## config.mk

```make
export PLATFORM = sky130hd
export DESIGN_NAME = mem_port_arbiter
export DESIGN_NICKNAME = d
export VERILOG_FILES = /design/src/rtl/mem_arb_pkg.sv /design/src/rtl/mem_arb_req_latch.sv /design/src/rtl/mem_port_arbiter.sv
export SDC_FILE = /design/constraint.sdc
export NUM_CORES = 1
export LEC_CHECK = 0
export CAP_MARGIN = 20
export CELL_PAD_IN_SITES_DETAIL_PLACEMENT = 0
export CELL_PAD_IN_SITES_GLOBAL_PLACEMENT = 1
export CORE_AREA = 3 3 323 325
export DETAILED_ROUTE_END_ITERATION = 10
export DIE_AREA = 0 0 326 328
export PLACE_DENSITY_LB_ADDON = 0.1
export SLEW_MARGIN = 0
export SYNTH_ARGS = -nofsm -noshare
export SYNTH_HDL_FRONTEND = slang
export SYNTH_HIERARCHICAL = 1
export SYNTH_SLANG_ARGS = --single-unit
```

## constraint.sdc

```tcl
create_clock -name clk -period 5.2 [get_ports clk]
set_clock_uncertainty 0.05 [all_clocks]
set_input_delay 1.04 -clock clk [delete_from_list [all_inputs] [get_ports clk]]
set_output_delay 1.04 -clock clk [all_outputs]
set_load 0.005 [all_outputs]
```

## src/rtl/mem_arb_pkg.sv

```systemverilog
// mem_arb_pkg
// Shared definitions for the kernel memory-port arbiter:
//   - default widths and the host wait limit
//   - the host "ready" completion value (only exactly 1 means done)
//   - FSM state encoding
//   - byte-address helper used for both host request channels
package mem_arb_pkg;

  localparam int ADDR_WID_DEF = 14;
  localparam int DATA_WID_DEF = 32;
  localparam int TIMEOUT_DEF  = 1024;

  localparam logic [63:0] READY_VALID = 64'd1;

  localparam logic [2:0] ST_IDLE    = 3'd0;
  localparam logic [2:0] ST_STEP    = 3'd1;
  localparam logic [2:0] ST_CAPTURE = 3'd2;
  localparam logic [2:0] ST_ISSUE   = 3'd3;
  localparam logic [2:0] ST_WAIT_RD = 3'd4;
  localparam logic [2:0] ST_WAIT_WR = 3'd5;
  localparam logic [2:0] ST_DONE    = 3'd6;
  localparam logic [2:0] ST_HALT    = 3'd7;

  // Word address (already zero-extended) to host byte address, modulo 2^64.
  function automatic logic [63:0] byteAddr(input logic [63:0] base,
                                           input logic [63:0] wordAddr);
    return base + (wordAddr << 2);
  endfunction

endpackage

```

## src/rtl/mem_arb_req_latch.sv

```systemverilog
// mem_arb_req_latch
// Holds one kernel BRAM port's request as seen in the CAPTURE cycle, plus the
// pending bit that stays set until the host transaction for it completes.
// Ports:
//   clk, reset   clock, synchronous active-high reset
//   i_capture    load ce/we/addr/d from the kernel port
//   i_clear      host transaction for this port finished
//   i_ce/i_we/i_addr/i_d   kernel port request
//   o_pending/o_we/o_addr/o_d   captured request
module mem_arb_req_latch
  import mem_arb_pkg::*;
#(
  parameter int ADDR_WID = ADDR_WID_DEF,
  parameter int DATA_WID = DATA_WID_DEF
) (
  input  logic                clk,
  input  logic                reset,
  input  logic                i_capture,
  input  logic                i_clear,
  input  logic                i_ce,
  input  logic                i_we,
  input  logic [ADDR_WID-1:0] i_addr,
  input  logic [DATA_WID-1:0] i_d,
  output logic                o_pending,
  output logic                o_we,
  output logic [ADDR_WID-1:0] o_addr,
  output logic [DATA_WID-1:0] o_d
);

  logic                r_pending;
  logic                r_we;
  logic [ADDR_WID-1:0] r_addr;
  logic [DATA_WID-1:0] r_d;

  // Capture has priority; capture and clear never coincide because clear
  // only happens in the WAIT states.
  always_ff @(posedge clk) begin
    if (reset) begin
      r_pending <= 1'b0;
      r_we      <= 1'b0;
      r_addr    <= '0;
      r_d       <= '0;
    end else if (i_capture) begin
      r_pending <= i_ce;
      r_we      <= i_we;
      r_addr    <= i_addr;
      r_d       <= i_d;
    end else if (i_clear) begin
      r_pending <= 1'b0;
    end
  end

  assign o_pending = r_pending;
  assign o_we      = r_we;
  assign o_addr    = r_addr;
  assign o_d       = r_d;

endmodule

```

## src/rtl/mem_port_arbiter.sv

```systemverilog
// mem_port_arbiter
// Steps an HLS kernel one cycle at a time and turns each step's BRAM port
// accesses (two ports) into host read/write transactions, servicing port 0
// before port 1.
// Ports:
//   clk, reset                 clock, synchronous active-high reset
//   i_start                    begin a run (IDLE only)
//   i_kernel_done              kernel ap_done, looked at in CAPTURE
//   o_kernel_en                one-cycle kernel step enable
//   i_req_ce/we/addr/d         per-port kernel requests (port p in slice p)
//   o_rsp_q                    per-port read data, held until next read
//   i_read_base/i_write_base   host byte base addresses
//   i_read_size_input          size copied to both request channels
//   o_read_enable/o_write_enable   one-cycle host request pulses
//   o_read_addr/o_write_addr/o_read_size_output/o_write_size/o_write_data
//   i_read_data, i_read_ready, i_write_ready   host completion (ready==1)
//   o_done                     one-cycle run-end pulse
//   o_err                      sticky host timeout flag
//   o_access_count             completed host transactions (saturating)
module mem_port_arbiter
  import mem_arb_pkg::*;
#(
  parameter int ADDR_WID = ADDR_WID_DEF,
  parameter int DATA_WID = DATA_WID_DEF,
  parameter int TIMEOUT  = TIMEOUT_DEF
) (
  input  logic                  clk,
  input  logic                  reset,
  input  logic                  i_start,
  input  logic                  i_kernel_done,
  output logic                  o_kernel_en,
  input  logic [1:0]            i_req_ce,
  input  logic [1:0]            i_req_we,
  input  logic [2*ADDR_WID-1:0] i_req_addr,
  input  logic [2*DATA_WID-1:0] i_req_d,
  output logic [2*DATA_WID-1:0] o_rsp_q,
  input  logic [63:0]           i_read_base,
  input  logic [63:0]           i_write_base,
  input  logic [63:0]           i_read_size_input,
  output logic                  o_read_enable,
  output logic                  o_write_enable,
  output logic [63:0]           o_read_addr,
  output logic [63:0]           o_write_addr,
  output logic [63:0]           o_read_size_output,
  output logic [63:0]           o_write_size,
  output logic [DATA_WID-1:0]   o_write_data,
  input  logic [DATA_WID-1:0]   i_read_data,
  input  logic [63:0]           i_read_ready,
  input  logic [63:0]           i_write_ready,
  output logic                  o_done,
  output logic                  o_err,
  output logic [31:0]           o_access_count
);

  logic [2:0]            r_state;
  logic                  r_kdone;
  logic [31:0]           r_waitCnt;
  logic                  r_err;
  logic [31:0]           r_accessCount;
  logic [2*DATA_WID-1:0] r_rspQ;
  logic [63:0]           r_readAddr;
  logic [63:0]           r_readSize;
  logic [63:0]           r_writeAddr;
  logic [63:0]           r_writeSize;
  logic [DATA_WID-1:0]   r_writeData;

  logic [1:0]            w_pending;
  logic [1:0]            w_we;
  logic [ADDR_WID-1:0]   w_addr [2];
  logic [DATA_WID-1:0]   w_d [2];
  logic [1:0]            w_clear;
  logic                  w_capture;
  logic                  w_selPort;
  logic                  w_selWe;
  logic [63:0]           w_selAddr;
  logic                  w_issueRd;
  logic                  w_issueWr;
  logic                  w_complete;
  logic [1:0]            w_pendingLeft;

  assign w_capture = (r_state == ST_CAPTURE);

  for (genvar p = 0; p < 2; p++) begin : g_port
    mem_arb_req_latch #(
      .ADDR_WID (ADDR_WID),
      .DATA_WID (DATA_WID)
    ) u_latch (
      .clk       (clk),
      .reset     (reset),
      .i_capture (w_capture),
      .i_clear   (w_clear[p]),
      .i_ce      (i_req_ce[p]),
      .i_we      (i_req_we[p]),
      .i_addr    (i_req_addr[p*ADDR_WID +: ADDR_WID]),
      .i_d       (i_req_d[p*DATA_WID +: DATA_WID]),
      .o_pending (w_pending[p]),
      .o_we      (w_we[p]),
      .o_addr    (w_addr[p]),
      .o_d       (w_d[p])
    );
  end

  // Lowest pending port is the one being issued or waited on; its bit only
  // drops on completion, so the selection is stable across ISSUE and WAIT.
  assign w_selPort = ~w_pending[0];
  assign w_selWe   = w_we[w_selPort];
  assign w_selAddr = 64'(w_addr[w_selPort]);

  assign w_issueRd = (r_state == ST_ISSUE) && !w_selWe;
  assign w_issueWr = (r_state == ST_ISSUE) &&  w_selWe;

  assign w_complete = ((r_state == ST_WAIT_RD) && (i_read_ready  == READY_VALID)) ||
                      ((r_state == ST_WAIT_WR) && (i_write_ready == READY_VALID));
  assign w_clear       = {w_complete & w_selPort, w_complete & ~w_selPort};
  assign w_pendingLeft = w_pending & ~w_clear;

  // Request fields are driven live during the ISSUE pulse and then held.
  assign o_kernel_en        = (r_state == ST_STEP);
  assign o_done             = (r_state == ST_DONE);
  assign o_read_enable      = w_issueRd;
  assign o_write_enable     = w_issueWr;
  assign o_read_addr        = w_issueRd ? byteAddr(i_read_base, w_selAddr)  : r_readAddr;
  assign o_read_size_output = w_issueRd ? i_read_size_input                 : r_readSize;
  assign o_write_addr       = w_issueWr ? byteAddr(i_write_base, w_selAddr) : r_writeAddr;
  assign o_write_size       = w_issueWr ? i_read_size_input                 : r_writeSize;
  assign o_write_data       = w_issueWr ? w_d[w_selPort]                    : r_writeData;
  assign o_rsp_q            = r_rspQ;
  assign o_err              = r_err;
  assign o_access_count     = r_accessCount;

  // Hold registers for the host request fields.
  always_ff @(posedge clk) begin
    if (reset) begin
      r_readAddr  <= '0;
      r_readSize  <= '0;
      r_writeAddr <= '0;
      r_writeSize <= '0;
      r_writeData <= '0;
    end else begin
      if (w_issueRd) begin
        r_readAddr <= o_read_addr;
        r_readSize <= o_read_size_output;
      end
      if (w_issueWr) begin
        r_writeAddr <= o_write_addr;
        r_writeSize <= o_write_size;
        r_writeData <= o_write_data;
      end
    end
  end

  // Main sequencer. Ready seen in ISSUE is never looked at; only WAIT cycles
  // count toward completion or timeout.
  always_ff @(posedge clk) begin
    if (reset) begin
      r_state       <= ST_IDLE;
      r_kdone       <= 1'b0;
      r_waitCnt     <= '0;
      r_err         <= 1'b0;
      r_accessCount <= '0;
      r_rspQ        <= '0;
    end else begin
      case (r_state)
        ST_IDLE: begin
          if (i_start) begin
            r_accessCount <= '0;
            r_state       <= ST_STEP;
          end
        end
        ST_STEP: r_state <= ST_CAPTURE;
        ST_CAPTURE: begin
          r_kdone <= i_kernel_done;
          if (i_req_ce != 2'b00)
            r_state <= ST_ISSUE;
          else if (i_kernel_done)
            r_state <= ST_DONE;
          else
            r_state <= ST_STEP;
        end
        ST_ISSUE: begin
          r_waitCnt <= '0;
          r_state   <= w_selWe ? ST_WAIT_WR : ST_WAIT_RD;
        end
        ST_WAIT_RD, ST_WAIT_WR: begin
          if (w_complete) begin
            if ((r_state == ST_WAIT_RD) && w_selPort)
              r_rspQ[DATA_WID +: DATA_WID] <= i_read_data;
            else if (r_state == ST_WAIT_RD)
              r_rspQ[0 +: DATA_WID] <= i_read_data;
            if (r_accessCount != 32'hFFFF_FFFF)
              r_accessCount <= r_accessCount + 32'd1;
            if (w_pendingLeft != 2'b00)
              r_state <= ST_ISSUE;
            else if (r_kdone)
              r_state <= ST_DONE;
            else
              r_state <= ST_STEP;
          end else if (r_waitCnt == 32'(TIMEOUT - 1)) begin
            r_err   <= 1'b1;
            r_state <= ST_HALT;
          end else begin
            r_waitCnt <= r_waitCnt + 32'd1;
          end
        end
        ST_DONE: r_state <= ST_IDLE;
        ST_HALT: r_state <= ST_HALT;
        default: r_state <= ST_IDLE;
      endcase
    end
  end

endmodule

```

==> run summary <==
status - complete, no violations
row count - 117
worst r2r src - g_port[0].u_latch/o_pending
Peak VDD IR - 0.000201 V
Static Leak - 15.4 nW
critical-path cell list - buf_12 > buf_12 > mux2_2 > ha_4 > buf_4 > a21o_1 > a31oi_2 > o2111a_2 > nor2_1 > buf_4 > and4_1 > nor3_1 > buf_4 > clkdlybuf4s50_1
Yosys top cell area share - 0.415
final instance area - 39300 um^2
slowest stage delay, CP - 0.50 ns
synth warn - 6
critical setup path kind - flip-flop to primary output
CP startpoint kind - flip-flop
HP Class - flip-flop to flip-flop
Synth Instances - 3069
share of cells above drive strength 1 - 0.128
Die H - 328 um
via count - 25.3k
Synth Register Bits - 517
min Tclk post-route - 5.18 ns
DR WL/cell - 21.5 um
leading post-synthesis cells by cell area - dfxtp_1 42%, nand2_1 8.6%, mux2i_1 8.1%
most frequent CP cell - buf_4
largest family of logic cells by synthesized area - simple AND/OR/NAND/NOR gates
FFs w/ async S/R, synth - 0
GRT Overall Usage - 0.210
Slew Limit Fails - 0
multiplexer share of the synthesized area - 0.0915
multi-input logic area - 14400 um^2
Mean Syn Cell Area - 8.12 um^2
Worst Setup End Kind - primary output
total power draw - 11.7 mW
routed vias/inst - 4.63
CP delay by family, top - buffers and inverters
Seq/Total Area, Yosys - 0.415
fraction of the mapped netlist area in compound gates - 0.133
Synth cell types - 77
Final Non-Filler Cells - 5460
fin nets - 4517
CP max stage cell - clkdlybuf4s50_1
GPL Wtd Cong - 0.823
Syn Nets - 3553
top cells by count, synth - 572 x nand2_1, 517 x dfxtp_1, 360 x nor2_1
io pins - 841
initial core utilization - 0.245
worst setup margin - 0.0162 ns
drt initial violations - 1326
root buf cell - clkbuf_16
grt ovf - 0
Reg2Reg Capture Point - r_writeAddr[58]
vias in the first global route - 24.7k
Logic pwr share - 0.236
max-cap violations - 0
PD cells - 299 nW/um^2
Post-Syn Area - 24900 um^2
worst endpoint required time - 4.11 ns
Hold Slack - 0.410 ns
pre-CTS setup slack - -0.614 ns
RSZ-0062 raised after global routing - true
CP max FO - 7
Final Cycle Share - 0.997
Post-Synth Simple-Gate Area - 0.264
Post-Synth Adder-Cell Area - 0.0167
first-pass GRT wire length - 168000 um
most common cell in the netlist - nand2_1
switch share - 0.291
primary flip-flop cell chosen by synthesis mapping - dfxtp_1
Core Box Area - 102000 um^2
Cell Area, Placed - 36100 um^2
Clock Sinks - 517
initial antenna violation count - 25
sequential power share - 0.365
relative max-transition margin - 0.284
buffers and inverters on the worst path - 6
final WL - 117000 um
Sw Pwr - 3.42 mW
# fillers - 10.5k
clock tree from TritonCTS - yes
die area - 107000 um^2
Seq. cell area - 10400 um^2
Internal Dissipation - 8.31 mW
Die X - 326 um
fmax - 0.193 GHz
placed cell count - 5301
crit path DAT - 4.09 ns
H-tree depth - 3
Worst Min Path Start - r_writeAddr[5]
Worst-Margin Slew - 1.06 ns
final hold viol count - 0
hold path cells - 2
Reg clk slew, reported paths - 0.05 ns
Max Root-Sink Buffers - 3
CTS buffer count - 69
Clock Power Share - 0.400
area grow syn2layout - 57.6%
Reg2Reg Setup Slack - 1.66 ns
Antenna Violating Nets Remaining - 0
Util after Layout - 0.386
DRT Pass-1 Iters - 5
clk_lat worst skew - 0.62 ns
Residual DRC - 0
Post-Synth XOR/XNOR Area - 0.0404
largest net degree at the start of global routing - 146
port bufs - 840
Final setup viols - 0
Post-synth EDFFs - 0
reg2reg path depth - 15
Hold EP - r_writeAddr[5]
Final TNS setup - 0 ns
Synth area leader - dfxtp_1
hpwl dp - 89600 um
==> worst reg2reg max path, stage by stage (launching register included) <==
cell	delay (ns)
dfxtp_4	0.36
buf_12	0.15
buf_6	0.12
mux2_4	0.22
ha_4	0.14
inv_2	0.04
fa_2	0.37
nor2b_4	0.18
o2111ai_4	0.16
a21oi_4	0.20
a31oi_4	0.18
buf_6	0.17
or3_4	0.42
buf_6	0.14
or4_4	0.42
a31oi_1	0.15
==> placed cells by master (no fill, tap or decap), types with 15 or more instances in the layout <==
| cell type | instances |
|---|---|
| xnor2_1 | 65 |
| nor4_1 | 44 |
| dfxtp_1 | 516 |
| mux2i_1 | 202 |
| clkbuf_1 | 22 |
| a211oi_1 | 66 |
| mux2_2 | 15 |
| a31oi_1 | 27 |
| nand4_1 | 66 |
| nand3_1 | 92 |
| buf_4 | 204 |
| and3_1 | 55 |
| o21ai_0 | 59 |
| clkbuf_16 | 71 |
| nor2b_1 | 54 |
| dlymetal6s2s_1 | 28 |
| inv_1 | 22 |
| a21oi_1 | 242 |
| xor2_1 | 43 |
| nor3_1 | 56 |
| buf_12 | 22 |
| nand2_1 | 568 |
| ha_1 | 17 |
| dlygate4sd2_1 | 36 |
| a21oi_2 | 27 |
| clkdlybuf4s50_1 | 751 |
| nor2_1 | 359 |
==> layer usage <==
layer | part of all wire | track usage
met4 | 0.029 | 0.0626
met5 | 0.0012 | 0
met2 | 0.46 | 0.336
met3 | 0.067 | 0.0678
met1 | 0.45 | 0.269
==> logic make-up after synthesis <==
kind of cell,count (synthesis)
xor+xnor,115
buf+inv,212
flops,517
simple gates,1430
fa+ha+maj,32
compound gates,538
mux,225
==> sequential cells by signal, indices dropped and copies added (netlist names) <==
name,count
r_waitCnt,32
g_port.u_latch/o_addr,28
r_state,3
r_writeSize,64
r_writeAddr,64
o_err,1
g_port.u_latch/o_d,64
r_writeData,32
r_readSize,64
o_access_count,32
g_port.u_latch/o_pending,2
r_readAddr,64
g_port.u_latch/o_we,2
o_rsp_q,64
r_kdone,1
==> power groups by stage <==
stage / Sequential [mW] / Clock (mW) / Combinational [mW]
after floorplan: 4.32 / 0 / 1.28
after CTS: 4.28 / 4.89 / 2.73
after global placement: 4.36 / 0 / 2.66
final: 4.28 / 4.69 / 2.76
after detailed placement: 4.36 / 0 / 2.66
after global routing: 4.30 / 5.02 / 2.99
==> worst max-delay path by stage <==
stage / to / depth (start not counted) / slack [ns] / startpoint
after detailed placement: o_write_addr[58] / 12 / -0.61 / i_write_base[2]
after floorplan: o_write_addr[33] / 15 / 0.26 / g_port[0].u_latch/o_pending
after global routing: o_write_addr[20] / 15 / -0.17 / g_port[0].u_latch/o_pending
after CTS: o_write_addr[26] / 13 / -0.08 / i_write_base[2]
final: o_read_addr[43] / 14 / 0.02 / g_port[0].u_latch/o_pending
after global placement: o_write_addr[54] / 12 / -0.63 / i_write_base[2]
==> timing repair <==
item | 4_1_cts | 5_1_grt
gates cloned | 2 | 1
hold buffers | 0 | 0
resized for setup | 154 | 138
buffers inserted | 14 | 14
pin swaps | 20 | 40
setup endpoints to repair | 99 | 81
==> final cells by class <==
cell class                      count  share of cell area
Timing Repair Buffer             1080               0.268
Multi-Input combinational cell   2340               0.366
Inverter                           25             0.00264
Antenna cell                       13            0.000828
Tap cell                         1368              0.0436
Clock inverter                     14             0.00471
Sequential cell                   517               0.264
Clock buffer                      103              0.0506
Note: power is estimated with default switching activity, not from simulation.
